File: src/rtl/bt_mode_pkg.sv
// Shared state codes and command letters for the piano-game mode controller.
package bt_mode_pkg;

  localparam logic [2:0] IDLE  = 3'd0;
  localparam logic [2:0] FREE  = 3'd1;
  localparam logic [2:0] SONG  = 3'd2;
  localparam logic [2:0] CNTDN = 3'd3;
  localparam logic [2:0] GAME  = 3'd4;

  localparam logic [3:0] CMD_A = 4'b0001;
  localparam logic [3:0] CMD_B = 4'b0010;
  localparam logic [3:0] CMD_C = 4'b0100;
  localparam logic [3:0] CMD_D = 4'b1000;

  // Maps a command letter to its target state; non-letters keep the current state.
  function automatic logic [2:0] cmd_target(input logic [3:0] cmd, input logic [2:0] cur);
    logic [2:0] t;
    t = cur;
    case (cmd)
      CMD_A:   t = FREE;
      CMD_B:   t = SONG;
      CMD_C:   t = CNTDN;
      CMD_D:   t = IDLE;
      default: t = cur;
    endcase
    return t;
  endfunction

endpackage

File: src/rtl/sec_tick_gen.sv
// One-second tick generator: counts enabled cycles, pulses tick on the last count and wraps.
module sec_tick_gen #(
  parameter int unsigned TICK_CYCLES = 100_000_000
) (
  input  logic clk,
  input  logic rst,
  input  logic clr,
  input  logic en,
  output logic tick
);

  localparam int unsigned CW = (TICK_CYCLES > 1) ? $clog2(TICK_CYCLES) : 1;
  localparam logic [CW-1:0] LAST = CW'(TICK_CYCLES - 1);

  logic [CW-1:0] cnt;

  assign tick = en && (cnt == LAST);

  always_ff @(posedge clk) begin
    if (rst || clr) begin
      cnt <= '0;
    end else if (en) begin
      cnt <= tick ? '0 : cnt + 1'b1;
    end
  end

endmodule

File: src/rtl/bt_mode_ctrl.sv
// Piano-game mode FSM driven by the Bluetooth command decoder's sticky one-hot letter.
module bt_mode_ctrl
  import bt_mode_pkg::*;
#(
  parameter int unsigned TICK_CYCLES = 100_000_000,
  parameter int unsigned COUNTDOWN_S = 3,
  parameter int unsigned GAME_S      = 60
) (
  input  logic       clk,
  input  logic       rst,
  input  logic [3:0] choose,
  input  logic       song_done,
  input  logic       game_over,
  output logic [2:0] mode,
  output logic       start_p,
  output logic       stop_p,
  output logic [1:0] countdown,
  output logic [7:0] sec_left,
  output logic       busy
);

  localparam logic [1:0] CD_INIT  = 2'(COUNTDOWN_S);
  localparam logic [7:0] SEC_INIT = 8'(GAME_S);

  logic [3:0] choose_q, cmd_q;
  logic       evt_q;
  logic [2:0] state_q, state_d, target;
  logic       start_q, start_d, stop_q, stop_d;
  logic [1:0] cd_q, cd_d;
  logic [7:0] sec_q, sec_d;
  logic       busy_q;
  logic       tick, tick_en, tick_clr;

  // Edge stage: a new one-hot letter becomes a registered event one cycle later.
  always_ff @(posedge clk) begin
    if (rst) begin
      choose_q <= '0;
      cmd_q    <= '0;
      evt_q    <= 1'b0;
    end else begin
      choose_q <= choose;
      cmd_q    <= choose;
      evt_q    <= (choose != choose_q) && $onehot(choose);
    end
  end

  assign tick_en  = (state_q == CNTDN) || (state_q == GAME);
  assign tick_clr = (state_d != state_q);

  sec_tick_gen #(
    .TICK_CYCLES(TICK_CYCLES)
  ) u_tick (
    .clk (clk),
    .rst (rst),
    .clr (tick_clr),
    .en  (tick_en),
    .tick(tick)
  );

  assign target = cmd_target(cmd_q, state_q);

  always_comb begin
    state_d = state_q;
    start_d = 1'b0;
    stop_d  = 1'b0;
    cd_d    = cd_q;
    sec_d   = sec_q;
    if (evt_q && (target != state_q)) begin
      state_d = target;
      stop_d  = (state_q != IDLE);
      start_d = (target == FREE) || (target == SONG);
      cd_d    = '0;
      if (target == CNTDN) begin
        cd_d  = CD_INIT;
        sec_d = '0;
      end
    end else begin
      case (state_q)
        SONG: begin
          if (song_done) begin
            state_d = IDLE;
            stop_d  = 1'b1;
          end
        end
        CNTDN: begin
          if (tick) begin
            if (cd_q == 2'd1) begin
              state_d = GAME;
              cd_d    = '0;
              sec_d   = SEC_INIT;
              start_d = 1'b1;
            end else if (cd_q != '0) begin
              cd_d = cd_q - 2'd1;
            end
          end
        end
        GAME: begin
          // sec_left is left untouched on game_over so the score display keeps it.
          if (game_over) begin
            state_d = IDLE;
            stop_d  = 1'b1;
          end else if (tick) begin
            if (sec_q == 8'd1) begin
              sec_d   = '0;
              state_d = IDLE;
              stop_d  = 1'b1;
            end else if (sec_q != '0) begin
              sec_d = sec_q - 8'd1;
            end
          end
        end
        default: ;
      endcase
    end
  end

  always_ff @(posedge clk) begin
    if (rst) begin
      state_q <= IDLE;
      start_q <= 1'b0;
      stop_q  <= 1'b0;
      cd_q    <= '0;
      sec_q   <= '0;
      busy_q  <= 1'b0;
    end else begin
      state_q <= state_d;
      start_q <= start_d;
      stop_q  <= stop_d;
      cd_q    <= cd_d;
      sec_q   <= sec_d;
      busy_q  <= (state_d != IDLE);
    end
  end

  assign mode      = state_q;
  assign start_p   = start_q;
  assign stop_p    = stop_q;
  assign countdown = cd_q;
  assign sec_left  = sec_q;
  assign busy      = busy_q;

endmodule

File: config.mk
export PLATFORM = sky130hd
export DESIGN_NAME = bt_mode_ctrl
export DESIGN_NICKNAME = d
export VERILOG_FILES = /design/src/rtl/bt_mode_pkg.sv /design/src/rtl/sec_tick_gen.sv /design/src/rtl/bt_mode_ctrl.sv
export SDC_FILE = /design/constraint.sdc
export NUM_CORES = 1
export LEC_CHECK = 0
export CAP_MARGIN = 5
export CORE_MARGIN = 1
export CORE_UTILIZATION = 35
export DETAILED_ROUTE_END_ITERATION = 10
export PLACE_DENSITY_LB_ADDON = 0.05
export SYNTH_ARGS = -nofsm -noshare
export SYNTH_HDL_FRONTEND = slang
export SYNTH_SLANG_ARGS = --single-unit
export TNS_END_PERCENT = 20
File: constraint.sdc
create_clock -name clk -period 2.84 [get_ports clk]
set_input_delay 0.568 -clock clk [delete_from_list [all_inputs] [get_ports clk]]
set_output_delay 0.568 -clock clk [all_outputs]
set_load 0.005 [all_outputs]
==> impl_metrics.json, run 1 <==
{
  "worst-path-buf-inv": 2,
  "numPlacedInstances": 463,
  "synth_edf_count": 0,
  "rrSetupSlack_ps": 330,
  "crit_arrival_ps": 2730,
  "grt_overflow": 0,
  "status": "finished clean",
  "synth-seq-cells": 48,
  "ios": 24,
  "track_usage_pct": 16.2,
  "cp_top_family": "flip-flops",
  "worst-path-stages": 8,
  "cts_tree": "yes",
  "synth_nets": 362,
  "setup_tns_ps": 0,
  "syn2layout_area_growth_pct": 16.6,
  "slew_headroom_pct": 62.1,
  "p_leak_nw": 1.14,
  "drc": 0,
  "clock_sinks": 48,
  "setup_violations": 0,
  "dp_hpwl_mm": 4.60,
  "fin_skew_ps": 9.53,
  "final_layout_size_suffix_gt1_share_pct": 8.40,
  "synth_area_um2": 2800,
  "grt_max_degree": 28,
  "rows": 32,
  "rr_endpoint": "u_tick.cnt[26]$_SDFFE_PP0N_",
  "root_buffer": "clkbuf_8",
  "worstSkewPairLatency_ps": 300,
  "fin_cells": 471,
  "final_cell_mix": "dfxtp_1, nor2_1, nor3_1",
  "drv_cap": 0,
  "vias_per_cell": 5.24,
  "min_period_ps": 2510,
  "drt_iter0_drc": 71,
  "ant_nets": 0,
  "crit_start": "cmd_q[2]$_SDFF_PP0_",
  "worstRegToRegCells": 8,
  "die_h_um": 91.4,
  "cp.required_ps": 3060,
  "critPathMaxFanout": 27,
  "synth.area.top_cells": "dfxtp_1, xor2_1, nor2_1, xnor2_1, nor3_1",
  "hold_buffers": 0,
  "crit_path_top_delay_cell": "dfxtp_1",
  "slew_violations": 0,
  "async_reset_ff_share_pct": 0,
  "avgSynthCellArea_um2": 8.10,
  "post-cts-setup-buffer-count": 0,
  "io_buffer_count": 23,
  "tightest_slew_ps": 564,
  "yosys.area.top_type": "dfxtp_1",
  "crit_path_end": "u_tick.cnt[26]$_SDFFE_PP0N_",
  "grt_pass1_vias": 2425,
  "slowest_delay_ps": 620,
  "p_per_area_nw_per_um2": 383,
  "gp_congestion": 0.846,
  "fp.dieW_um": 91.4,
  "core_area_um2": 7730,
  "htreeDepth": 2,
  "synth_flop_cell": "dfxtp_1",
  "fmax_ghz": 0.399,
  "r2r_start": "cmd_q[2]$_SDFF_PP0_",
  "detail_route.wl_per_cell_um": 13.6,
  "synth_cell_type_count": 57,
  "start_util_pct": 36.2,
  "irDropWorstVdd_uv": 207,
  "fp.dieArea_um2": 8350,
  "finalHoldViolCount": 0,
  "ys_seq_area_share_pct": 34.4,
  "layout.nets": 385,
  "drt_first_pass_iters": 4,
  "path_class": "register to register",
  "antenna_found_initial": 0,
  "antenna_cells": 0,
  "synth_top_area_share_pct": 34.4,
  "grt_pass1_wl_mm": 11.1,
  "ctsResizeCount": 0,
  "cts_max_path_buffers": 2,
  "synth_warnings": 0,
  "clk_pin_slew_ps": 100,
  "drt-total-wl_mm": 6.39,
  "hold_class": "register to register",
  "rsz0062_at_grt": "no",
  "fin_crit_sh_pct": 88.3,
  "netlist_instances": 345,
  "critPathCaptureType": "register",
  "num_vias": 2469,
  "cts-buffers-inserted": 5,
  "layout_commonest_cell": "dfxtp_1",
  "worst_setup_path_start_kind": "register",
  "crit_chain": "nor2b_1, nor2_1, o311ai_0, buf_4, mux2_2, a221o_1, buf_12, nor3_1"
}
cell type report:
cell class | count | area (um2)
Sequential cell | 48 | 961
Fill cell | 800 | 4470
Clock buffer | 6 | 82.6
Inverter | 16 | 60.1
Timing Repair Buffer | 37 | 348
Multi-Input combinational cell | 260 | 1670
Clock inverter | 2 | 13.8
Tap cell | 102 | 128
cells in the mapped netlist, types with 2 or more instances:
master / instances
a211oi_1: 4
a21o_1: 2
a21oi_1: 14
a31oi_1: 4
and2_1: 3
and3_1: 4
buf_2: 5
buf_6: 3
clkbuf_1: 13
dfxtp_1: 48
ha_1: 8
inv_1: 16
mux2i_1: 3
nand2_1: 22
nand2b_1: 5
nand3_1: 11
nand4_1: 14
nand4b_1: 3
nor2_1: 41
nor2b_1: 5
nor3_1: 26
nor3b_1: 4
nor4_1: 5
nor4b_1: 3
o211ai_1: 4
o21ai_0: 10
o311ai_0: 2
o32ai_1: 2
or2_2: 2
xnor2_1: 15
xor2_1: 18
flip-flops by register name (all words and copies together), names as in the netlist:
signal,flops
busy,1
cmd_q,4
countdown,2
evt_q,1
mode,3
sec_left,8
start_p,1
stop_p,1
u_tick.cnt,27
per-stage QoR:
step	cell area, um2	total power [W]	utilization (%)	worst slack (ps)	hold slack [ps]
after detailed placement	3160	0.000828	40.9	322	487
after floorplan	2800	0.000788	-	349	457
after global routing	3260	0.00132	42.2	115	547
final	3260	0.00125	42.2	332	504
after CTS	3260	0.00128	42.2	311	503
after global placement	3160	0.000827	40.9	319	478
routing by layer:
metal	routed length (um)	track usage (%)
met1	3140	20.6
met2	3040	28.1
met3	148	2.85
met4	54	4.10
met5	0	0
report_power, final:
part | switching (W) | internal (W)
registers | 0.0000145 | 0.000680
logic | 0.0000606 | 0.0000563
clock network | 0.000239 | 0.000200
tightest hold or removal path: cells and delay by family (launching register included):
kind,cells,cell delay [ps]
AO/OA/AOI/OAI,2,130
flip-flops,1,330
how the worst min path moves through the flow:
stage          slack [ps]                         from                     endpoint  cells past startpoint
2_1_floorplan         460  u_tick.cnt[23]$_SDFFE_PP0N_  u_tick.cnt[23]$_SDFFE_PP0N_                      2
3_3_place_gp          480  u_tick.cnt[23]$_SDFFE_PP0N_  u_tick.cnt[23]$_SDFFE_PP0N_                      2
3_5_place_dp          490  u_tick.cnt[23]$_SDFFE_PP0N_  u_tick.cnt[23]$_SDFFE_PP0N_                      2
4_1_cts               500  u_tick.cnt[23]$_SDFFE_PP0N_  u_tick.cnt[23]$_SDFFE_PP0N_                      2
5_1_grt               550  u_tick.cnt[23]$_SDFFE_PP0N_  u_tick.cnt[23]$_SDFFE_PP0N_                      2
6_report              500     sec_left[5]$_SDFFE_PP0P_     sec_left[5]$_SDFFE_PP0P_                      2
logic make-up (layout without fill, tap and decap cells):
family	Yosys count	count (layout)	share of synthesized area [%]
fa+ha+maj	9	9	4.30
mux	4	4	1.48
simple gates	156	156	29.5
xor+xnor	33	33	10.3
compound gates	58	58	14.1
flops	48	48	34.4
buf+inv	37	61	6.00
No activity file was read; power rests on OpenSTA's default activity.
==> run 2: changes to the inputs <==
Settings changed: CORE_MARGIN 1 to default.
==> results of run 2 <==
No change in the layout: final DEF, timing and power equal those of run 1.
